File: src/rtl/trap_source_scheduler.sv
// ---------------------------------------------------------------------------
// trap_source_scheduler
//
// Collects every virtualization trap source into one prioritised pending set
// and drives the single NMI request into the trap/mode flip-flop logic. It
// replaces the direct NMI generation that used to sit on the Nabu
// bus-monitor signals.
//
// Sources (pending bit / cause code):
//   bit0 IOV  (cause 1) : rising edge of io_violation outside trap mode, sticky
//   bit1 SW   (cause 2) : sw_trap strobe, sticky
//   bit2 IRQ  (cause 3) : live level of the synchronized irq_sys_n, not stored
//   bit3 TICK (cause 4) : M1 tick counter expiry, sticky
//
// On trap entry (synchronized trap_state rising) the highest-priority enabled
// source is latched into cause, and its sticky bit clears in that same clock.
//
// Ports:
//   clk, rst_n       : clock, asynchronous active-low reset
//   m1_n             : Z80 M1 (async), falling edges drive the tick counter
//   io_violation     : I/O violation strobe (async), rising edge is an event
//   irq_sys_n        : system interrupt (async), level, active low
//   trap_state       : 1 = hypervisor (trap) mode, from the mode logic
//   virtual_enabled  : gates the NMI request and the tick counter
//   sw_trap          : single-clk software trap strobe
//   reg_wr/reg_addr/reg_wdata : hypervisor register write port
//   reg_rdata        : combinational read data selected by reg_addr
//   nmi_n            : registered NMI request, active low
//   cause            : cause code latched at the last trap entry
//   tick_irq         : one-clk pulse on tick counter expiry
//
// Register map:
//   0 : R {1'b0, cause, pending}   W1C on pending bits 0,1,3 (bit2 ignored)
//   1 : R/W {4'b0, mask}
//   2 : R/W reload[7:0]
//   3 : R/W reload[TICK_W-1:8]     (TICK_W assumed in 9..16)
// ---------------------------------------------------------------------------
module trap_source_scheduler #(
    parameter int                SYNC_STAGES = 2,
    parameter int                TICK_W      = 16,
    parameter logic [TICK_W-1:0] TICK_RESET  = 16'hFFFF
) (
    input  logic       clk,
    input  logic       rst_n,
    input  logic       m1_n,
    input  logic       io_violation,
    input  logic       irq_sys_n,
    input  logic       trap_state,
    input  logic       virtual_enabled,
    input  logic       sw_trap,
    input  logic       reg_wr,
    input  logic [1:0] reg_addr,
    input  logic [7:0] reg_wdata,
    output logic [7:0] reg_rdata,
    output logic       nmi_n,
    output logic [2:0] cause,
    output logic       tick_irq
);

    // Fixed priority IOV > SW > IRQ > TICK, code 0 when nothing is enabled.
    function automatic logic [2:0] prio_encode(input logic [3:0] act);
        if (act[0])      return 3'd1;
        else if (act[1]) return 3'd2;
        else if (act[2]) return 3'd3;
        else if (act[3]) return 3'd4;
        else             return 3'd0;
    endfunction

    logic [SYNC_STAGES-1:0] m1_sync;
    logic [SYNC_STAGES-1:0] io_sync;
    logic [SYNC_STAGES-1:0] irq_sync;
    logic [SYNC_STAGES-1:0] trap_sync;

    logic m1_s, io_s, irq_s, trap_s;
    logic m1_p1, io_p1, trap_p1;

    logic iov_pend, sw_pend, tick_pend;
    logic [3:0] mask;
    logic [TICK_W-1:0] reload;
    logic [TICK_W-1:0] tick_cnt;

    // ---- stage: synchronizers and 1-clk delayed copies for edge detect ----
    always_ff @(posedge clk or negedge rst_n) begin
        if (!rst_n) begin
            m1_sync   <= '1;
            irq_sync  <= '1;
            io_sync   <= '0;
            trap_sync <= '0;
            m1_p1     <= 1'b1;
            io_p1     <= 1'b0;
            trap_p1   <= 1'b0;
        end else begin
            m1_sync   <= {m1_sync[SYNC_STAGES-2:0],   m1_n};
            io_sync   <= {io_sync[SYNC_STAGES-2:0],   io_violation};
            irq_sync  <= {irq_sync[SYNC_STAGES-2:0],  irq_sys_n};
            trap_sync <= {trap_sync[SYNC_STAGES-2:0], trap_state};
            m1_p1     <= m1_s;
            io_p1     <= io_s;
            trap_p1   <= trap_s;
        end
    end

    assign m1_s   = m1_sync[SYNC_STAGES-1];
    assign io_s   = io_sync[SYNC_STAGES-1];
    assign irq_s  = irq_sync[SYNC_STAGES-1];
    assign trap_s = trap_sync[SYNC_STAGES-1];

    logic m1_fall, io_rise, trap_rise;
    assign m1_fall   = m1_p1 & ~m1_s;
    assign io_rise   = io_s & ~io_p1;
    assign trap_rise = trap_s & ~trap_p1;

    // ---- combinational request / decode ----
    logic [3:0] pending;
    logic [3:0] active;
    logic [2:0] entry_cause;
    logic       w1c;
    logic       iov_set, tick_step, tick_expire;
    logic       iov_auto, sw_auto, tick_auto;

    assign pending     = {tick_pend, ~irq_s, sw_pend, iov_pend};
    assign active      = pending & mask;
    assign entry_cause = prio_encode(active);
    assign w1c         = reg_wr && (reg_addr == 2'd0);

    // IOV edges seen while already in trap mode are dropped, not deferred.
    assign iov_set     = io_rise & ~trap_s;

    // The tick only runs in guest mode; a zero reload parks it completely.
    assign tick_step   = m1_fall & virtual_enabled & ~trap_s & (reload != '0);
    assign tick_expire = tick_step & (tick_cnt == '0);

    // Only the sticky bit that was chosen as the entry cause self-clears.
    assign iov_auto  = trap_rise & (entry_cause == 3'd1);
    assign sw_auto   = trap_rise & (entry_cause == 3'd2);
    assign tick_auto = trap_rise & (entry_cause == 3'd4);

    // ---- stage: pending, cause, tick counter, NMI and registers ----
    always_ff @(posedge clk or negedge rst_n) begin
        if (!rst_n) begin
            iov_pend  <= 1'b0;
            sw_pend   <= 1'b0;
            tick_pend <= 1'b0;
            mask      <= 4'b0000;
            reload    <= TICK_RESET;
            tick_cnt  <= '0;
            tick_irq  <= 1'b0;
            cause     <= 3'd0;
            nmi_n     <= 1'b1;
        end else begin
            // A new set always wins over a W1C or entry clear in the same clk.
            iov_pend  <= iov_set |
                         (iov_pend & ~(w1c & reg_wdata[0]) & ~iov_auto);
            sw_pend   <= sw_trap |
                         (sw_pend & ~(w1c & reg_wdata[1]) & ~sw_auto);
            tick_pend <= tick_expire |
                         (tick_pend & ~(w1c & reg_wdata[3]) & ~tick_auto);

            if (trap_rise)
                cause <= entry_cause;

            tick_irq <= tick_expire;
            if (tick_expire)
                tick_cnt <= reload;
            else if (tick_step)
                tick_cnt <= tick_cnt - TICK_W'(1);

            // trap_s forces the request off while the hypervisor runs.
            nmi_n <= ~((|active) & virtual_enabled & ~trap_s);

            // Reload writes only land in the counter at its next reload.
            if (reg_wr) begin
                case (reg_addr)
                    2'd1:    mask   <= reg_wdata[3:0];
                    2'd2:    reload <= {reload[TICK_W-1:8], reg_wdata};
                    2'd3:    reload <= {reg_wdata[TICK_W-9:0], reload[7:0]};
                    default: ;
                endcase
            end
        end
    end

    // ---- register readback ----
    always_comb begin
        reg_rdata = 8'h00;
        case (reg_addr)
            2'd0: reg_rdata = {1'b0, cause, pending};
            2'd1: reg_rdata = {4'b0000, mask};
            2'd2: reg_rdata = reload[7:0];
            2'd3: reg_rdata = 8'(reload >> 8);
            default: reg_rdata = 8'h00;
        endcase
    end

endmodule

File: config.mk
export PLATFORM = sky130hd
export DESIGN_NAME = trap_source_scheduler
export DESIGN_NICKNAME = d
export VERILOG_FILES = /design/src/rtl/trap_source_scheduler.sv
export SDC_FILE = /design/constraint.sdc
export NUM_CORES = 1
export LEC_CHECK = 0
export BUFFER_PORTS_ARGS = -buffer_cell sky130_fd_sc_hd__buf_2
export CORE_UTILIZATION = 45
export CTS_CLUSTER_SIZE = 25
export DETAILED_ROUTE_END_ITERATION = 7
export HOLD_SLACK_MARGIN = 0.02
export PLACE_DENSITY = 0.67
export SLEW_MARGIN = 20
export SYNTH_ARGS = -nofsm -noshare
export SYNTH_HDL_FRONTEND = slang
export SYNTH_SLANG_ARGS = --single-unit
File: constraint.sdc
create_clock -name clk -period 3.3 [get_ports clk]
set_clock_uncertainty 0.1 [all_clocks]
set_input_delay 0.66 -clock clk [delete_from_list [all_inputs] [get_ports clk]]
set_output_delay 0.66 -clock clk [all_outputs]
set_load 0.05 [all_outputs]
; ---- Yosys cells after proc, flatten, opt, wreduce, memory -nomap -nowiden
; Cells that the tools add are included.
[word_totals]
register_bits = 55
inputBits = 19
output_inout_bits = 13
elab_cells = 81
[classes]
add_sub_neg = 1
eq_ne = 6
muxes = 8
bitwise_logic = 40
n_reduce_logical = 9
[ops]
columns = cell, n
row1 = $mux W16, 2
row2 = $pmux W16 S2, 1
row3 = $pmux W8 S4, 1
row4 = $and A1 B1 Y1, 22
row5 = $logic_not A16 Y1, 1
row6 = $reduce_bool A16 Y1, 1
row7 = $sub A16 B1 Y16 const B, 1
row8 = $not A1 Y1, 14
row9 = $mux W3, 4
row10 = $reduce_and A3 Y1, 2
row11 = $and A4 B4 Y4, 1
row12 = $eq A2 B2 Y1 const B, 2
row13 = $reduce_or A4 Y1, 1
row14 = $eq A3 B1 Y1 const B, 1
row15 = $eq A3 B2 Y1 const B, 1
row16 = $eq A3 B3 Y1 const B, 1
row17 = $or A1 B1 Y1, 3
row18 = $eq A2 B1 Y1 const B, 1
row19 = $logic_not A2 Y1, 1
row20 = $reduce_and A2 Y1, 1
row21 = $reduce_bool A2 Y1, 1
row22 = $logic_and A1 B1 Y1, 1

; ---- Depth between registers and ports, before layout
[logic_depth]
word_depth = 11
mapped_depth = 8
mapped_depth_nobuf = 7

; ---- Worst setup path after synthesis
; OpenSTA, ideal clock, no wires.
[synth_path]
path_kind = input-to-output
from = in reg_addr[1]
to = out reg_rdata[4]
t_arrival_ns = 2.430
t_required_ns = 2.540
path_slack_ns = 0.110
path_stages = 4
path_buffers = 2
cell_sequence = clkbuf_1 clkbuf_1 mux2i_1 o21ai_0
[synth_between]
elab_chain_len = 2
word_cells_on_any_way = 5
classes_between = 3 x eq/ne / 1 x mux / 1 x reduce/logical
[synth_rtl]
columns = element, line
row1 = "start, declared", 52  ; input logic [1:0] reg_addr,
row2 = "$eq A2 B2 Y1, or another cell as far along", 186  ; case (reg_addr)
row3 = $pmux W8 S4 *, 186
row4 = "end, declared", 54  ; output logic [7:0] reg_rdata,
; Mark *: on every way between the ends. The rest lies on a longest branch, timed or not.

; ---- Final worst setup path
[layout_path]
from = in reg_addr[1]
to = out reg_rdata[2]
; Same word-level chain as after synthesis.

==> flow_metrics.py <==
metrics = {
    "timing": {
        "maxSlewViolCount": 0,
        "layout_worst_path_cycle_share_pct": 75.4,
        "tightestPinTransition_ps": 683,
        "finalHoldViolations": 0,
        "setup-violations-final": 0,
        "achievable-frequency_mhz": 402,
        "fin_tns_setup_ps": 0,
        "timing.slew.headroom_pct": 54.5,
        "hold_ws_ps": 262,
        "final_period_minus_worst_setup_slack_ps": 2490,
        "rsz0062_at_grt": "no",
    },
    "logic_synthesis": {
        "biggest_area_contributors_in_the_synthesized_netlist": "sky130_fd_sc_hd__dfrtp_1 (31%), sky130_fd_sc_hd__dfstp_2 (22%), sky130_fd_sc_hd__mux2_2 (8.5%)",
        "mappedNetlistNets": 264,
        "yosys.cell_types.count": 41,
        "synth.ff_latch_count": 55,
        "count_leader_synth": "sky130_fd_sc_hd__dfrtp_1",
        "synth-edff-count": 0,
        "netlist.top_cell.by_area": "sky130_fd_sc_hd__dfrtp_1",
        "ys_seq_area_share_pct": 52.9,
        "synth_cells": 243,
        "ys_warn_count": 0,
        "post-synth-top-area-fraction_pct": 31.1,
        "synth.cells.most_frequent": "sky130_fd_sc_hd__dfrtp_1 (33), sky130_fd_sc_hd__a21oi_1 (27), sky130_fd_sc_hd__dfstp_2 (22)",
        "synth_area_um2": 2650,
        "synth_area_per_cell_um2": 10.9,
        "dominantRegCellSynth": "sky130_fd_sc_hd__dfrtp_1",
        "ys_async_sr_fraction_pct": 100,
    },
    "min_path": {
        "hold_path.startpoint": "m1_sync[0]$_DFF_PN1_",
        "holdCritPathClass": "register to register",
        "hold_depth": 0,
        "worst_hold_path.endpoint": "m1_sync[1]$_DFF_PN1_",
    },
    "critical_path": {
        "worst_r2r_startpoint": "tick_cnt[4]$_DFFE_PN0P_",
        "critPathMaxFanout": 15,
        "worstPathCellList": "buf_2 > mux4_2 > buf_2",
        "endpoint_kind": "output pin",
        "crit_family": "multiplexers",
        "critPathBufInv": 2,
        "crit_path_max_incr_delay_ps": 540,
        "cp.arrival_ps": 1730,
        "worstSetupStartpointType": "input pin",
        "critPathKind": "input pin to output pin",
        "regToRegSetupSlack_ps": 920,
        "timing.critical_path.slowest_stage_cell": "sky130_fd_sc_hd__mux4_2",
        "reg2reg_depth": 5,
        "worst_r2r_endpoint": "tick_pend$_DFF_PN0_",
        "critical_path.most_common_cell": "sky130_fd_sc_hd__buf_2",
        "required_ps": 2540,
    },
    "detailed_routing": {
        "drt_pre_antenna_iters": 5,
        "route.antenna.remaining_nets": 0,
        "drc_errors": 0,
        "wl_per_cell_um": 17.1,
        "num_vias": 2085,
        "vias_per_cell": 5.99,
        "routed_wirelength_um": 5950,
        "detailedRoute.firstIterationViolations": 110,
    },
    "clock_network": {
        "cts-root-to-sink-buffers": 2,
        "tritoncts": "built",
        "clock_tree.htree_level_count": 2,
        "cts.hold.buffers_added": 0,
        "post-cts-setup-buffer-count": 0,
        "tritoncts.num_buffers": 5,
        "cts_sinks": 55,
        "clockRootBuffer": "sky130_fd_sc_hd__clkbuf_8",
        "clk_pin_slew_worst_paths_ps": 100,
        "clk_latency_ps": 310,
        "cts-resized-gates": 0,
    },
    "status": {
        "outcome": "finished clean",
    },
    "placed_design": {
        "buffer_ports.inserted": 31,
        "detailedPlacementHpwl_um": 4240,
        "routability_congestion": 0.851,
    },
    "global_route": {
        "largest_net_degree_at_the_start_of_global_routing": 56,
        "globalRouteMet3Util_pct": 2.76,
        "number_of_global_route_vias_before_repair": 1952,
        "grt_pass1_wl_um": 9820,
        "grt-busiest-layer": "met2",
        "global_route.overflow_total": 0,
        "grtUsageTotal_pct": 20.8,
        "initial_antenna_violation_count": 0,
        "grtUsageMet1_pct": 29.0,
        "global_routing_met2_resource_utilization_pct": 32.5,
    },
    "pwr": {
        "power.leakage_nw": 1.29,
        "seqPwrFrac_pct": 50.7,
        "netSwitchingFraction_pct": 38.9,
        "total_internal_power_w": 0.00127,
        "clockPowerShare_pct": 18.1,
        "combinational_fraction_of_design_power_pct": 31.2,
        "power.net_switching_w": 0.000811,
        "vdd_drop_max_uv": 293,
        "power-per-cell-area_nw_per_um2": 700,
    },
    "floorplan": {
        "floorplan.die.width_um": 78.8,
        "io-pin-count": 32,
        "dieHeight_um": 78.8,
        "initial_core_util_pct": 47.3,
        "std_cell_rows": 27,
        "die_area_um2": 6210,
        "coreArea_um2": 5610,
    },
    "run": {
        "maxcap_violations": 0,
    },
    "final_layout": {
        "flow.area_growth_from_synthesis_pct": 12.2,
        "layout.filler_cells": 544,
        "n_antenna_cell": 0,
        "layout_cell_share_with_drive_strength_beyond_1_pct": 33.7,
        "multi_input_area_um2": 1180,
        "register_area_um2": 1400,
        "design.final.nets": 296,
    },
}
state kept, by name (all words and copies together), names as in the netlist, 2 cells and up:
name,count
reload,16
tick_cnt,16
mask,4
cause,3
io_sync,2
irq_sync,2
m1_sync,2
trap_sync,2
worst max path at each step:
stage                 from            to  slack, ps  depth (start not counted)
6_report       reg_addr[1]  reg_rdata[2]        810                          3
5_1_grt        reg_addr[0]  reg_rdata[0]        770                          3
4_1_cts        reg_addr[0]  reg_rdata[0]        810                          3
3_5_place_dp   reg_addr[1]  reg_rdata[2]        810                          3
3_3_place_gp   reg_addr[0]  reg_rdata[0]        830                          3
2_1_floorplan  reg_addr[1]  reg_rdata[4]        110                          4
power by group through the flow:
stage	sequential (W)	combinational (W)	clock, W
6_report	0.00106	0.000651	0.000376
5_1_grt	0.00108	0.000722	0.000417
4_1_cts	0.00105	0.000653	0.000393
3_5_place_dp	0.00106	0.000650	0
3_3_place_gp	0.00106	0.000637	0
2_1_floorplan	0.00103	0.000483	0
kinds of logic after synthesis:
group | Yosys count | synth area share, %
flops | 55 | 52.9
simple gates | 72 | 15.0
mux | 29 | 13.8
buf+inv | 17 | 2.59
compound gates | 68 | 14.8
fa+ha+maj | 2 | 0.943
cells in the final DEF, fill, tap and decap left out, drive strengths merged, types with 2 or more instances in the layout:
cell,instances
a21o,5
a21oi,27
a22oi,3
buf,35
clkbuf,5
clkinv,2
dfrtp,33
dfstp,22
ha,2
inv,8
mux2,20
mux2i,5
mux4,4
nand2,19
nand2b,3
nand3,9
nand3b,3
nand4,5
nor2,7
nor2b,2
nor3,6
nor4,7
o21ai,22
o21bai,3
o31ai,3
or4,3
worst register-to-register path, stage by stage, from the launching register on:
cell and delay (ps):
sky130_fd_sc_hd__dfrtp_1 460, sky130_fd_sc_hd__or4_4 580, sky130_fd_sc_hd__nor3_1 460, sky130_fd_sc_hd__nand2b_1 300
sky130_fd_sc_hd__nor2_1 310, sky130_fd_sc_hd__a21o_1 120
through the flow:
stage,power [W],cell area [um^2],std cells,utilization (%),setup slack (ps)
after floorplan,0.00151,2650,243,-,110
after detailed placement,0.00171,2890,340,51.5,813
after global placement,0.00170,2890,340,51.5,827
final,0.00208,2980,348,53.1,810
after CTS,0.00210,2980,348,53.1,808
after global routing,0.00222,2980,348,53.1,772
area by class of cell:
cell class,instances,share of cell area (%)
Clock buffer,5,2.31
Timing Repair Buffer,35,6.22
Inverter,7,0.883
Tap cell,72,3.03
Sequential cell,55,47.2
Multi-Input combinational cell,171,39.6
Clock inverter,3,0.757
metal layers:
layer	share of wire, %	wire [um]
met5	0	0
met4	1.5	89
met3	4.4	263
met2	48	2880
met1	46	2720
Note: power is estimated with default switching activity, not from simulation.
